`config.mk`:
```
export PLATFORM = sky130hd
export DESIGN_NAME = mem_port_arbiter
export DESIGN_NICKNAME = d
export VERILOG_FILES = /design/src/rtl/mem_port_arbiter.sv
export SDC_FILE = /design/constraint.sdc
export NUM_CORES = 1
export LEC_CHECK = 0
export CELL_PAD_IN_SITES_DETAIL_PLACEMENT = 1
export CELL_PAD_IN_SITES_GLOBAL_PLACEMENT = 2
export CORE_ASPECT_RATIO = 0.5
export CORE_MARGIN = 10
export CORE_UTILIZATION = 10
export DETAILED_ROUTE_END_ITERATION = 10
export GPL_ROUTABILITY_DRIVEN = 0
export HOLD_SLACK_MARGIN = 0.06
export PLACE_DENSITY_LB_ADDON = 0.1
export SYNTH_ARGS = -nofsm -noshare
export SYNTH_HDL_FRONTEND = slang
export SYNTH_SLANG_ARGS = --single-unit
export TNS_END_PERCENT = 10
```
`constraint.sdc`:
```
create_clock -name clk -period 4.55 [get_ports clk]
set_input_delay 0.6825 -clock clk [delete_from_list [all_inputs] [get_ports clk]]
set_output_delay 0.6825 -clock clk [all_outputs]
set_load 0.005 [all_outputs]
```
`src/rtl/mem_port_arbiter.sv`:
```
// mem_port_arbiter
// Shares one single-ported synchronous RAM between the instruction-fetch port
// and the MEM-stage data port. At most one access is granted per cycle, the
// loser is stalled, and read data is steered back one cycle after the grant.
// Data normally wins a conflict so MEM drains before IF, but a fetch that keeps
// requesting is forced through after MAX_DM_RUN consecutive data grants.
module mem_port_arbiter #(
    parameter int ADDR_W     = 32,
    parameter int DATA_W     = 32,
    parameter int MAX_DM_RUN = 4     // legal range 1..15 (4-bit run counter)
) (
    input  logic              clk,
    input  logic              reset,

    // instruction-fetch requester (read only)
    input  logic              if_req,
    input  logic [ADDR_W-1:0] if_addr,
    output logic              if_stall,
    output logic              if_valid,
    output logic [DATA_W-1:0] if_rdata,

    // MEM-stage data requester
    input  logic              dm_req,
    input  logic              dm_we,
    input  logic [ADDR_W-1:0] dm_addr,
    input  logic [DATA_W-1:0] dm_wdata,
    input  logic [2:0]        dm_type,
    output logic              dm_stall,
    output logic              dm_valid,
    output logic [DATA_W-1:0] dm_rdata,

    // shared memory port
    output logic              mem_en,
    output logic              mem_we,
    output logic [ADDR_W-1:0] mem_addr,
    output logic [DATA_W-1:0] mem_wdata,
    output logic [2:0]        mem_type,
    input  logic [DATA_W-1:0] mem_rdata
);

    // Which requester owns the response arriving from the RAM this cycle.
    typedef enum logic [1:0] {
        GR_NONE  = 2'd0,
        GR_IF    = 2'd1,
        GR_DM_RD = 2'd2,
        GR_DM_WR = 2'd3
    } grant_e;

    localparam logic [3:0] MAX_RUN = 4'(MAX_DM_RUN);

    grant_e     last_grant_q, last_grant_d;
    logic [3:0] dm_run_q, dm_run_d;
    logic       run_full;
    logic       grant_if;
    logic       grant_dm;

    // Fetch gets forced through once data has had its full run.
    assign run_full = (dm_run_q == MAX_RUN);

    // Grant decision: data by default on conflict, fetch when the run is used up.
    always_comb begin
        grant_if = 1'b0;
        grant_dm = 1'b0;
        if (!reset) begin
            if (if_req && (!dm_req || run_full)) begin
                grant_if = 1'b1;
            end else if (dm_req) begin
                grant_dm = 1'b1;
            end
        end
    end

    // Stall whoever asked but lost; nobody stalls while reset holds the port idle.
    always_comb begin
        if_stall = if_req & ~grant_if & ~reset;
        dm_stall = dm_req & ~grant_dm & ~reset;
    end

    // Run counter only tracks data grants that actually kept a fetch waiting.
    always_comb begin
        dm_run_d = dm_run_q;
        if (grant_if || !if_req) begin
            dm_run_d = '0;
        end else if (grant_dm && !run_full) begin
            dm_run_d = dm_run_q + 4'd1;
        end
    end

    // Remember the kind of access granted so its response can be routed next cycle.
    always_comb begin
        last_grant_d = GR_NONE;
        if (grant_if) begin
            last_grant_d = GR_IF;
        end else if (grant_dm) begin
            last_grant_d = dm_we ? GR_DM_WR : GR_DM_RD;
        end
    end

    // State registers; reset idles the port and forgets any pending response.
    always_ff @(posedge clk) begin
        if (reset) begin
            last_grant_q <= GR_NONE;
            dm_run_q     <= '0;
        end else begin
            last_grant_q <= last_grant_d;
            dm_run_q     <= dm_run_d;
        end
    end

    // Memory port mux; everything is zero when no access is granted.
    always_comb begin
        mem_en    = 1'b0;
        mem_we    = 1'b0;
        mem_addr  = '0;
        mem_wdata = '0;
        mem_type  = 3'b000;
        if (grant_if) begin
            mem_en   = 1'b1;
            mem_addr = if_addr;
        end else if (grant_dm) begin
            mem_en    = 1'b1;
            mem_we    = dm_we;
            mem_addr  = dm_addr;
            mem_wdata = dm_wdata;
            mem_type  = dm_type;
        end
    end

    // Response steering. A reset in the response cycle drops the response,
    // so the valids are masked by reset as well as by the recorded grant.
    always_comb begin
        if_valid = ~reset & (last_grant_q == GR_IF);
        dm_valid = ~reset & ((last_grant_q == GR_DM_RD) || (last_grant_q == GR_DM_WR));
        if_rdata = '0;
        dm_rdata = '0;
        if (!reset && last_grant_q == GR_IF) begin
            if_rdata = mem_rdata;
        end
        if (!reset && last_grant_q == GR_DM_RD) begin
            dm_rdata = mem_rdata;
        end
    end

endmodule

```
# Word-level counts from Yosys, hierarchy flattened
# Cells that the tools add are included.
classes:
  add_sub_neg: 1
  reduce_logical: 13
  mux: 20
  n_eq_ne: 4
  n_bitwise: 9
ops:
  columns: ["operator", "count"]
  rows:
  - ["32-bit two-way mux", 6]
  - ["1-bit two-way mux", 12]
  - ["1-bit AND", 6]
  - ["3-bit two-way mux", 2]
  - ["4-bit by 1-bit adder with 4-bit output, second input constant", 1]
  - ["2-bit == test, second input constant", 2]
  - ["4-bit by 3-bit == test with 1-bit output, second input constant", 1]
  - ["1-bit logical AND", 4]
  - ["1-bit logical NOT", 4]
  - ["1-bit logical OR", 3]
  - ["1-bit inverter", 3]
  - ["3-bit OR reduction", 1]
  - ["2-bit by 1-bit == test with 1-bit output, second input constant", 1]
  - ["2-bit OR reduction", 1]
totals:
  wordCells: 50
  reg_bits: 6
  output_inout_bits: 137

# Logic depth before layout (Yosys ltp)
logic_depth:
  ltp_word: 8
  ltp_mapped: 6
  mapped_depth_nobuf: 5

# Worst setup path after synthesis
# OpenSTA, ideal clock, no wires.
synth_timing:
  kind: "input-to-output"
  from: "in if_req"
  to: "out mem_addr[22]"
  path_stages: 4
  slack_ns: 2.441
  arrival_time_ns: 1.426
  path_cell_list: "nor2b_2 -> a21boi_2 -> buf_6 -> a22o_1"
synth_between:
  elab_chain_len: 5
  word_cells_on_any_way: 7
  cone_classes: "mux (6); reduce/logical (1)"
synth_rtl:
  columns: ["item", "line_no", "rtl"]
  rows:
  - ["start: declaration", "16", "input logic if_req,"]
  - ["1-bit logical AND (*)", "65", "if (if_req && (!dm_req || run_full)) begin"]
  - ["1-bit two-way mux", "65", null]
  - ["1-bit two-way mux", "64", "if (!reset) begin"]
  - ["32-bit two-way mux", "120", "end else if (grant_dm) begin"]
  - ["32-bit two-way mux (*)", "117", "if (grant_if) begin"]
  - ["end: declaration", "35", "output logic [ADDR_W-1:0] mem_addr,"]
# Mark *: on every way between the ends. The rest lies on a longest branch, timed or not.

# Worst setup path after layout
layout_timing:
  from: "in if_req"
  to: "out mem_addr[11]"
# Same word-level chain as after synthesis.

==> metrics.txt <==
RR Endpoint last_grant_q[0]; static leakage power about 1.6 nW; FILL cells ~1.5k; via count ~2.3k; Wirelength per Cell about 18 microns; Slew Limit Fails 0; post-route ant nets 0; power after layout 480 uW; Clock Latency Late Sink approximately 0.23 ns; Post-synth EDFFs 0; Rows 29; antenna violations before repair 0; top cells by area, synth and2_1 46%, a22o_1 21%, dfxtp_1 8.9%, buf_6 8.3%, ha_1 1.9%; 1st-iter DRT viols 37; Synthesized Nets between 300 and 400; Post-DP Area approximately 4200 sq um; number of global-route vias before repair about 2.6k; part of the cycle the worst path needs between 70% and 80%; register area share after synthesis approximately 8.9%; pwr dens 113 nW/um^2; vias per cell 3.77; Synth Area in Simple Gates between 50 and 60%; Ports ~270; most frequent cells in the layout 272 x clkdlybuf4s50_1, 100 x and2_1, 32 x a22o_1; Fin Setup TNS 0 ns; Most Used Layer, Global Route met2; CP endpoint kind output pin; Crit path largest cell delay approximately 0.52 ns; H-tree Lvls 1; Post-CTS Setup Bufs 0; GR Layer Usage met3 roughly 3.7%; WP buf/inv 3; multiplexer area fraction after synthesis 0%; global-route wire length before repair about 16,000 microns; P&R area growth vs syn 215%; Num CTS Buffers 3; Die W ~180 microns; GRT Residual Overflow 0; M2 GR Usage between 20% and 30%; Synth Register Bits 6; most common cell after layout, fill and taps aside clkdlybuf4s50_1; Worst R2R Setup Slack ~3 ns; CP Cell Sequence clkdlybuf4s50_1 > nor2b_2 > a21boi_2 > buf_4 > a22o_1 > clkdlybuf4s50_1; R2R Path Start dm_run_q[0]; Yosys cell types 23; Crit Path Max Fanout 24; Fin Clk Skew around 0.00035 ns; met1 Use GR between 7 and 8%; Finished Core Util between 30% and 40%; status completed; Initial Util 10.4%; # setup viols final 0; DRC viols 0; Synth top area share between 40% and 50%; final hold viol count 0; Slew @ Worst Pin around 0.83 ns; Hold Buf Count CTS 0; CTS sink cnt 6; Worst-path clk slew approximately 0.03 ns; HP Start dm_run_q[0]; WP data arrival ~3.0 ns; Critical Path Start Type input port; clock period minus worst slack 3.63 ns; routed wire length around 11,000 microns; IO buf count ~270; antenna cells 0; CP required a little under 4 ns; RSZ-0062 raised after global routing false; most used cell, CP clkdlybuf4s50_1; Overall Global Routing Usage between 10% and 20%; die area approximately 19,000 sq um; Mapped Cells 180; YS warnings 0; largest net degree at the start of global routing 39; main combinational cell family by area after synthesis simple AND/OR/NAND/NOR gates; Final Cell Area ~4300 sq um; adder-cell share of the synthesized area about 1.9%; asr flop ratio synth 0%; number of max-cap violations 0; Max Fclk between 200 and 300 MHz; critical path's top delay family buffers and inverters; hpwl dp 10,100 microns; synthesized area around 1400 sq um; total core area 13,000 sq um; worst hold endpoint dm_run_q[0]; min-delay worst type flop to flop; share of layout cells above drive strength 1 under 10%; post-CTS resize count 0; CTS tree yes; Synth Area per Inst about 7.5 sq um; commonest register cell after synthesis dfxtp_1; Setup Crit Path Kind input port to output pin; maximum vdd drop ~0.087 mV; fin nets a little under 600; Hold WS about 0.47 ns; CTS max path bufs 2; Post-Synth XOR/XNOR Area 1.30%; hold path depth 1; Detailed Routing Iterations Pass 1 4; DIE HEIGHT about 100 microns; Compound-Gate Fraction of Synth Area about a quarter; reg2reg path depth 6; Max-Slew Margin vs Limit between 40% and 50%; cell accounting for the most synthesized area and2_1; CTS root buf clkbuf_16; slowest CP cell clkdlybuf4s50_1
synth_stat cells, types with 2 or more instances:
master,instances
a22o_1,32
and2_1,100
buf_6,10
clkbuf_1,6
dfxtp_1,6
ha_1,2
inv_1,4
nand3_1,2
nor2_1,4
kinds of logic after synthesis:
logic type	Yosys count
fa+ha+maj	2
buf+inv	20
simple gates	115
xor+xnor	2
flops	6
compound gates	35
worst max-delay path by stage:
stage / from / endpoint / depth (start not counted)
4_1_cts: if_req / mem_addr[11] / 6
3_3_place_gp: if_req / mem_addr[9] / 6
2_1_floorplan: if_req / mem_addr[22] / 4
3_5_place_dp: if_req / mem_addr[6] / 6
6_report: if_req / mem_addr[11] / 6
5_1_grt: if_req / mem_addr[18] / 6
registers in the layout, summed over array words and instances, names as in the netlist:
signal	cells
dm_run_q	4
last_grant_q	2
metrics by stage:
step	instances	worst slack, ns
2_1_floorplan	180	2.44
3_3_place_gp	610	0.900
3_5_place_dp	610	0.880
4_1_cts	613	0.863
5_1_grt	613	0.750
6_report	613	0.922
final cells by class:
class / count / area [sq um] / share of cell area (%)
Timing Repair Buffer: 276 / 2750 / 64.6
Inverter: 4 / 15.0 / 0.353
Clock buffer: 3 / 75.1 / 1.76
Multi-Input combinational cell: 154 / 1080 / 25.4
Sequential cell: 6 / 120 / 2.82
Tap cell: 170 / 213 / 5.00
report_power, final:
part           switching, mW  internal (mW)  leakage, nW  total [mW]
clock                 0.0287          0.113       0.0370       0.141
combinational         0.0793          0.204         1.52       0.284
sequential          0.000993         0.0545       0.0490      0.0555
per-layer routing:
metal | vias to the layer above | wire length [microns]
met3 | 2 | 996
met4 | 0 | 14
met5 | - | 0
li1 | 1125 | -
met1 | 1068 | 3150
met2 | 116 | 7050
No activity file was read; power rests on OpenSTA's default activity.
